<file path="src/rtl/rto_core_sequencer_pkg.sv">
`default_nettype none
// ============================================================================
// rto_ctrl_pkg : shared types for the RTO core run-control sequencer
// Rev 1.0
// ============================================================================
package rto_ctrl_pkg;

    localparam int TS_W = 64;

    typedef enum logic [2:0] {
        ST_IDLE     = 3'd0,
        ST_ARMED    = 3'd1,
        ST_RUNNING  = 3'd2,
        ST_FLUSHING = 3'd3,
        ST_HALTED   = 3'd4
    } state_t;

    // Bit positions inside first_err_type
    localparam int FE_TS_BIT  = 0;
    localparam int FE_OVF_BIT = 1;

endpackage
`default_nettype wire

</file>
<file path="src/rtl/rto_core_sequencer_sat_counter.sv">
`default_nettype none
// ============================================================================
// sat_counter : saturating up-counter; clr with inc in one cycle yields 1
// Rev 1.0
// ============================================================================
module sat_counter #(
    parameter int W = 8
) (
    input  logic         clk,
    input  logic         reset,
    input  logic         inc,
    input  logic         clr,
    output logic [W-1:0] count
);

    logic [W-1:0] r_count;

    always_ff @(posedge clk) begin
        if (reset) begin
            r_count <= '0;
        end else if (clr) begin
            r_count <= inc ? {{(W-1){1'b0}}, 1'b1} : '0;
        end else if (inc && (r_count != {W{1'b1}})) begin
            r_count <= r_count + 1'b1;
        end
    end

    assign count = r_count;

endmodule
`default_nettype wire

</file>
<file path="src/rtl/rto_core_sequencer.sv">
`default_nettype none
// ============================================================================
// rto_core_sequencer : run-control FSM and error bookkeeping for one RTO core
// Rev 1.0
// ============================================================================
module rto_core_sequencer
    import rto_ctrl_pkg::*;
#(
    parameter int FLUSH_CYCLES  = 4,
    parameter int DRAIN_IDLE    = 16,
    parameter bit HALT_ON_ERROR = 1'b1,
    parameter bit AUTO_STOP     = 1'b1,
    parameter int CNT_W         = 32,
    parameter int ERR_CNT_W     = 16
) (
    input  logic                 clk,
    input  logic                 reset,
    input  logic [TS_W-1:0]      counter,
    input  logic                 start_cmd,
    input  logic [TS_W-1:0]      start_time,
    input  logic                 stop_cmd,
    input  logic                 flush_cmd,
    input  logic                 clear_error,
    input  logic                 core_timestamp_error,
    input  logic                 core_overflow_error,
    input  logic [127:0]         core_timestamp_error_data,
    input  logic [127:0]         core_overflow_error_data,
    input  logic                 core_empty,
    input  logic                 core_counter_matched,
    output logic                 auto_start,
    output logic                 flush,
    output logic [2:0]           state,
    output logic                 busy,
    output logic                 sticky_ts_err,
    output logic                 sticky_ovf_err,
    output logic [1:0]           first_err_type,
    output logic [127:0]         first_err_data,
    output logic [ERR_CNT_W-1:0] ts_err_count,
    output logic [ERR_CNT_W-1:0] ovf_err_count,
    output logic [CNT_W-1:0]     match_count
);

    localparam int DW = $clog2(DRAIN_IDLE + 1);
    localparam int FW = $clog2(FLUSH_CYCLES + 1);

    state_t          r_state;
    state_t          w_next;
    logic [TS_W-1:0] r_start_time;
    logic [DW-1:0]   r_drain;
    logic [FW-1:0]   r_fcnt;
    logic            r_auto_start;
    logic            r_flush;
    logic            r_busy;
    logic            r_sticky_ts;
    logic            r_sticky_ovf;
    logic [1:0]      r_first_type;
    logic [127:0]    r_first_data;
    logic            w_any_err;
    logic            w_arm;
    logic            w_cap;
    logic [1:0]      w_new_type;

    assign w_any_err = core_timestamp_error | core_overflow_error;
    assign w_arm     = (r_state == ST_IDLE) && start_cmd && !flush_cmd && !stop_cmd;

    always_comb begin
        w_next = r_state;
        case (r_state)
            ST_IDLE: begin
                if (flush_cmd)      w_next = ST_FLUSHING;
                else if (w_arm)     w_next = ST_ARMED;
            end
            ST_ARMED: begin
                if (flush_cmd)                    w_next = ST_FLUSHING;
                else if (stop_cmd)                w_next = ST_IDLE;
                else if (counter >= r_start_time) w_next = ST_RUNNING;
            end
            ST_RUNNING: begin
                if (flush_cmd)                        w_next = ST_FLUSHING;
                else if (stop_cmd)                    w_next = ST_IDLE;
                else if (HALT_ON_ERROR && w_any_err)  w_next = ST_HALTED;
                else if (AUTO_STOP && core_empty &&
                         (r_drain == DW'(DRAIN_IDLE - 1)))
                    w_next = ST_IDLE;
            end
            ST_FLUSHING: begin
                if (r_fcnt == FW'(FLUSH_CYCLES - 1)) w_next = ST_IDLE;
            end
            ST_HALTED: begin
                if (flush_cmd)        w_next = ST_FLUSHING;
                else if (clear_error) w_next = ST_IDLE;
            end
            default: w_next = ST_IDLE;
        endcase
    end

    // Outputs are registered from the next state so they track the state register exactly
    always_ff @(posedge clk) begin
        if (reset) begin
            r_state      <= ST_IDLE;
            r_start_time <= '0;
            r_drain      <= '0;
            r_fcnt       <= '0;
            r_auto_start <= 1'b0;
            r_flush      <= 1'b0;
            r_busy       <= 1'b0;
        end else begin
            r_state      <= w_next;
            r_auto_start <= (w_next == ST_RUNNING);
            r_flush      <= (w_next == ST_FLUSHING);
            r_busy       <= (w_next != ST_IDLE);
            if (w_arm) r_start_time <= start_time;
            r_drain <= (r_state == ST_RUNNING && w_next == ST_RUNNING && core_empty)
                       ? r_drain + 1'b1 : '0;
            r_fcnt  <= (r_state == ST_FLUSHING && w_next == ST_FLUSHING)
                       ? r_fcnt + 1'b1 : '0;
        end
    end

    always_comb begin
        w_new_type             = 2'b00;
        w_new_type[FE_TS_BIT]  = core_timestamp_error;
        w_new_type[FE_OVF_BIT] = core_overflow_error;
    end

    // A zero type means nothing captured yet; clear_error re-opens the capture in the same cycle
    assign w_cap = w_any_err && (clear_error || (r_first_type == 2'b00));

    always_ff @(posedge clk) begin
        if (reset) begin
            r_sticky_ts  <= 1'b0;
            r_sticky_ovf <= 1'b0;
            r_first_type <= 2'b00;
            r_first_data <= '0;
        end else begin
            if (clear_error) begin
                r_sticky_ts  <= core_timestamp_error;
                r_sticky_ovf <= core_overflow_error;
            end else begin
                r_sticky_ts  <= r_sticky_ts  | core_timestamp_error;
                r_sticky_ovf <= r_sticky_ovf | core_overflow_error;
            end
            if (w_cap) begin
                r_first_type <= w_new_type;
                r_first_data <= core_timestamp_error ? core_timestamp_error_data
                                                     : core_overflow_error_data;
            end else if (clear_error) begin
                r_first_type <= 2'b00;
                r_first_data <= '0;
            end
        end
    end

    sat_counter #(.W(ERR_CNT_W)) u_ts_cnt (
        .clk   (clk),
        .reset (reset),
        .inc   (core_timestamp_error),
        .clr   (clear_error),
        .count (ts_err_count)
    );

    sat_counter #(.W(ERR_CNT_W)) u_ovf_cnt (
        .clk   (clk),
        .reset (reset),
        .inc   (core_overflow_error),
        .clr   (clear_error),
        .count (ovf_err_count)
    );

    sat_counter #(.W(CNT_W)) u_match_cnt (
        .clk   (clk),
        .reset (reset),
        .inc   (core_counter_matched),
        .clr   (w_arm),
        .count (match_count)
    );

    assign auto_start     = r_auto_start;
    assign flush          = r_flush;
    assign state          = r_state;
    assign busy           = r_busy;
    assign sticky_ts_err  = r_sticky_ts;
    assign sticky_ovf_err = r_sticky_ovf;
    assign first_err_type = r_first_type;
    assign first_err_data = r_first_data;

endmodule
`default_nettype wire

</file>
<file path="config.mk">
export PLATFORM = sky130hd
export DESIGN_NAME = rto_core_sequencer
export DESIGN_NICKNAME = d
export VERILOG_FILES = /design/src/rtl/rto_core_sequencer_pkg.sv /design/src/rtl/rto_core_sequencer_sat_counter.sv /design/src/rtl/rto_core_sequencer.sv
export SDC_FILE = /design/constraint.sdc
export NUM_CORES = 1
export LEC_CHECK = 0
export BUFFER_PORTS_ARGS = -buffer_cell sky130_fd_sc_hd__buf_2
export CAP_MARGIN = 40
export CORE_AREA = 2 2 235 237
export CTS_BUF_LIST = sky130_fd_sc_hd__clkbuf_8
export DETAILED_ROUTE_END_ITERATION = 6
export DIE_AREA = 0 0 237 239
export PLACE_DENSITY_LB_ADDON = 0.2
export SETUP_SLACK_MARGIN = 0.3
export SYNTH_ARGS = -nofsm -noshare
export SYNTH_HDL_FRONTEND = slang
export SYNTH_HIERARCHICAL = 1
export SYNTH_SLANG_ARGS = --single-unit
</file>
<file path="constraint.sdc">
create_clock -name clk -period 4.48 [get_ports clk]
set_clock_uncertainty 0.15 [all_clocks]
set_input_delay 1.344 -clock clk [delete_from_list [all_inputs] [get_ports clk]]
set_output_delay 1.344 -clock clk [all_outputs]
set_load 0.01 [all_outputs]
</file>
==> impl_metrics.env <==
export IMPL_grt_pass1_wl_um=79900
export IMPL_clockRootBuffer="clkbuf_8"
export IMPL_synth_simple_gate_area_frac=0.221
export IMPL_ioPinCount=596
export IMPL_r2r_cells=9
export IMPL_syn_inst=1714
export IMPL_critPathArrivalTime_ns=3.61
export IMPL_yosys_warnings=6
export IMPL_grt_max_degree=112
export IMPL_antenna_found_initial=8
export IMPL_nFillCells=5806
export IMPL_synth_area_per_cell_um2=8.13
export IMPL_cts_resized=0
export IMPL_tightest_slew_ns=0.909
export IMPL_power_total_mw=6.32
export IMPL_regArea_um2=5490
export IMPL_synth_top_flop_cell="dfxtp_1"
export IMPL_multiInputGateArea_um2=7650
export IMPL_slew_headroom=0.394
export IMPL_drtAntennaViolNets=0
export IMPL_synth_seq_cells=274
export IMPL_cts_tree="done"
export IMPL_coreArea_um2=54300
export IMPL_dr_pass1_iters=5
export IMPL_p_leak_nw=8.56
export IMPL_drv_cap=0
export IMPL_start_util=0.256
export IMPL_drive_gt1_frac=0.314
export IMPL_power_density_nw_per_um2=337
export IMPL_setup_viol_count_final=0
export IMPL_cts_setup_buffers=0
export IMPL_postCtsHoldBufs=0
export IMPL_r2r_start="r_start_time[61]$_SDFFE_PP0P_"
export IMPL_end_kind="flip-flop"
export IMPL_crit_end="busy$_SDFF_PP0_"
export IMPL_cp_max_fo=4
export IMPL_routed_wl_um=54000
export IMPL_nets=2741
export IMPL_fin_crit_sh=0.726
export IMPL_ys_types=71
export IMPL_rrSetupSlack_ns=1.64
export IMPL_via_per_inst=4.75
export IMPL_htree_levels=2
export IMPL_place_detailed_hpwl_um=41900
export IMPL_gr_usage_all_layers=0.181
export IMPL_synth_compound_area_share=0.164
export IMPL_startpoint_type="input port"
export IMPL_synth_mux_area_frac=0.0949
export IMPL_drt_iter0_drc=610
export IMPL_wl_per_cell_um=17.8
export IMPL_ys_async_sr_fraction=0
export IMPL_numCtsBuffers=55
export IMPL_reg2reg_to="busy$_SDFF_PP0_"
export IMPL_clkSinkCount=274
export IMPL_worst_ir_drop_vdd_mv=0.163
export IMPL_synth_edf_count=0
export IMPL_layout_min_cycle_time_ns=3.25
export IMPL_yosys_area_share_xor_xnor=0.00566
export IMPL_gp_congestion=0.870
export IMPL_setup_tns_ns=0
export IMPL_drcViolationCount=0
export IMPL_syn2layout_area_growth_pct=34.6
export IMPL_seq_area_frac_synth=0.394
export IMPL_synth_fa_ha_area_frac=0.0638
export IMPL_grt_pass1_vias=14194
export IMPL_finalHoldViolCount=0
export IMPL_die_width_um=237
export IMPL_port_buffers=595
export IMPL_crit_required_ns=4.83
export IMPL_grt_overflow=0
export IMPL_worstSetupPathType="in -> reg"
export IMPL_path_clk_slew_ns=0.05
export IMPL_synth_top_family_by_area="simple AND/OR/NAND/NOR gates"
export IMPL_syn_area_um2=13900
export IMPL_cts_buffer_depth=3
export IMPL_synth_nets=2179
export IMPL_die_h_um=239
export IMPL_dieArea_um2=56600
export IMPL_slew_violations=0
export IMPL_rows=86
export IMPL_min_path_type="reg -> reg"
export IMPL_outcome="finished clean"
export IMPL_clk_latency_ns=0.63
export IMPL_rsz0062_at_grt="no"
export IMPL_startpoint="counter[61]"
export IMPL_route_vias_total=14398
export IMPL_fmax_mhz=307
cell families after synthesis:
group / after synthesis
xor+xnor: 9
compound gates: 369
simple gates: 658
mux: 132
flops: 274
buf+inv: 201
fa+ha+maj: 71
cells in the mapped netlist, types with 3 or more instances:
master / number / area share
or3_1: 18 / 0.0081
nor4_1: 8 / 0.0036
xor2_1: 5 / 0.0031
a31oi_1: 132 / 0.059
o21ai_1: 10 / 0.0036
nand4b_1: 4 / 0.0025
o2111ai_1: 3 / 0.0019
and4_1: 10 / 0.0063
nor3b_1: 4 / 0.0022
or3_2: 3 / 0.0016
nor3_1: 10 / 0.0036
buf_2: 13 / 0.0047
buf_1: 5 / 0.0013
nor2_1: 305 / 0.082
a41oi_1: 3 / 0.0019
nand4_1: 24 / 0.011
mux2i_1: 132 / 0.095
o21a_1: 3 / 0.0016
and2_1: 3 / 0.0013
a21oi_1: 135 / 0.049
nand4_2: 4 / 0.0036
o21ai_0: 26 / 0.0093
a21oi_2: 3 / 0.0019
nand2b_1: 5 / 0.0022
xnor2_1: 4 / 0.0025
or2_2: 4 / 0.0018
dfxtp_1: 274 / 0.39
o41ai_1: 5 / 0.0031
nor4_4: 4 / 0.0061
inv_1: 88 / 0.024
o31ai_1: 17 / 0.0092
ha_1: 71 / 0.064
clkbuf_1: 88 / 0.024
nand3_1: 39 / 0.014
o211a_1: 4 / 0.0029
and3_1: 7 / 0.0031
o211ai_1: 4 / 0.0022
or4_1: 19 / 0.010
nand2_1: 173 / 0.047
worst max-delay path, cell delays in order:
cell       delay [ns]
buf_2            0.10
ha_1             0.30
nand4_2          0.18
nor4_4           0.50
nand3_2          0.17
nor3_1           0.30
o2111ai_1        0.30
a31oi_2          0.30
o211ai_2         0.10
worst min-delay path by stage:
stage                                     from              endpoint  slack [ns]  cells after the start
after floorplan           r_fcnt[0]$_SDFF_PP0_  r_fcnt[0]$_SDFF_PP0_        0.25                      1
after global placement    r_fcnt[0]$_SDFF_PP0_  r_fcnt[0]$_SDFF_PP0_        0.26                      1
after detailed placement  r_fcnt[0]$_SDFF_PP0_  r_fcnt[0]$_SDFF_PP0_        0.26                      1
after CTS                 r_fcnt[0]$_SDFF_PP0_  r_fcnt[0]$_SDFF_PP0_        0.28                      1
after global routing      r_fcnt[0]$_SDFF_PP0_  r_fcnt[0]$_SDFF_PP0_        0.30                      1
final                     r_fcnt[0]$_SDFF_PP0_  r_fcnt[0]$_SDFF_PP0_        0.27                      1
layout make-up:
cell class,count,area share
Inverter,89,0.0180
Antenna cell,8,0.00107
Tap cell,704,0.0470
Timing Repair Buffer,617,0.171
Sequential cell,274,0.293
Multi-Input combinational cell,1239,0.408
Clock inverter,27,0.0106
Clock buffer,70,0.0514
cell usage in the layout, fill, tap and decap left out, types with 5 or more instances in the layout:
master / synthesis / layout
or3_1: 18 / 18
a31oi_1: 132 / 132
o31ai_1: 17 / 17
ha_1: 71 / 71
or4_1: 19 / 19
nor3_1: 10 / 10
and4_1: 10 / 10
nand4_1: 24 / 24
nand2_1: 173 / 173
inv_1: 88 / 107
clkbuf_8: 0 / 70
a21oi_1: 135 / 135
o21ai_1: 10 / 9
o41ai_1: 5 / 5
nand3_1: 39 / 39
o21ai_0: 26 / 26
and3_1: 7 / 7
nand2b_1: 5 / 5
buf_2: 13 / 594
xor2_1: 5 / 5
nor2_1: 305 / 305
buf_4: 0 / 15
mux2i_1: 132 / 132
diode_2: 0 / 8
buf_12: 0 / 5
dfxtp_1: 274 / 274
nor4_1: 8 / 8
through the flow:
step | std cells | hold WS [ns] | utilization | setup slack (ns) | instance area [um^2]
global placement | 2921 | 0.257 | 0.323 | 0.585 | 17600
CTS | 3020 | 0.275 | 0.345 | 1.18 | 18700
floorplan | 1714 | 0.249 | - | 1.14 | 13900
detailed placement | 2923 | 0.263 | 0.323 | 0.503 | 17600
global route | 3028 | 0.299 | 0.345 | 1.11 | 18700
finish | 3028 | 0.274 | 0.345 | 1.23 | 18700
report_power, final:
part	leakage, nW	switching [mW]	internal, mW
combinational	5.65	0.582	0.415
clock	0.671	1.15	1.57
sequential	2.24	0.0630	2.55
total	8.56	1.79	4.53
layer usage:
metal | global-route usage | up-vias | routed length, um
met1 | 0.203 | 6680 | 21600
met2 | 0.321 | 404 | 26900
met3 | 0.0378 | 106 | 2790
met4 | 0.0972 | 0 | 2700
li1 | - | 7208 | -
met5 | 0 | - | 0
sequential cells by signal (all words and copies together), names as in the netlist:
register / cells
busy: 1
r_start_time: 64
first_err_data: 128
first_err_type: 2
auto_start: 1
sticky_ovf_err: 1
u_match_cnt/count: 32
u_ovf_cnt/count: 16
state: 3
flush: 1
u_ts_cnt/count: 16
r_drain: 5
sticky_ts_err: 1
r_fcnt: 3
(Power assumes the default switching activity.)
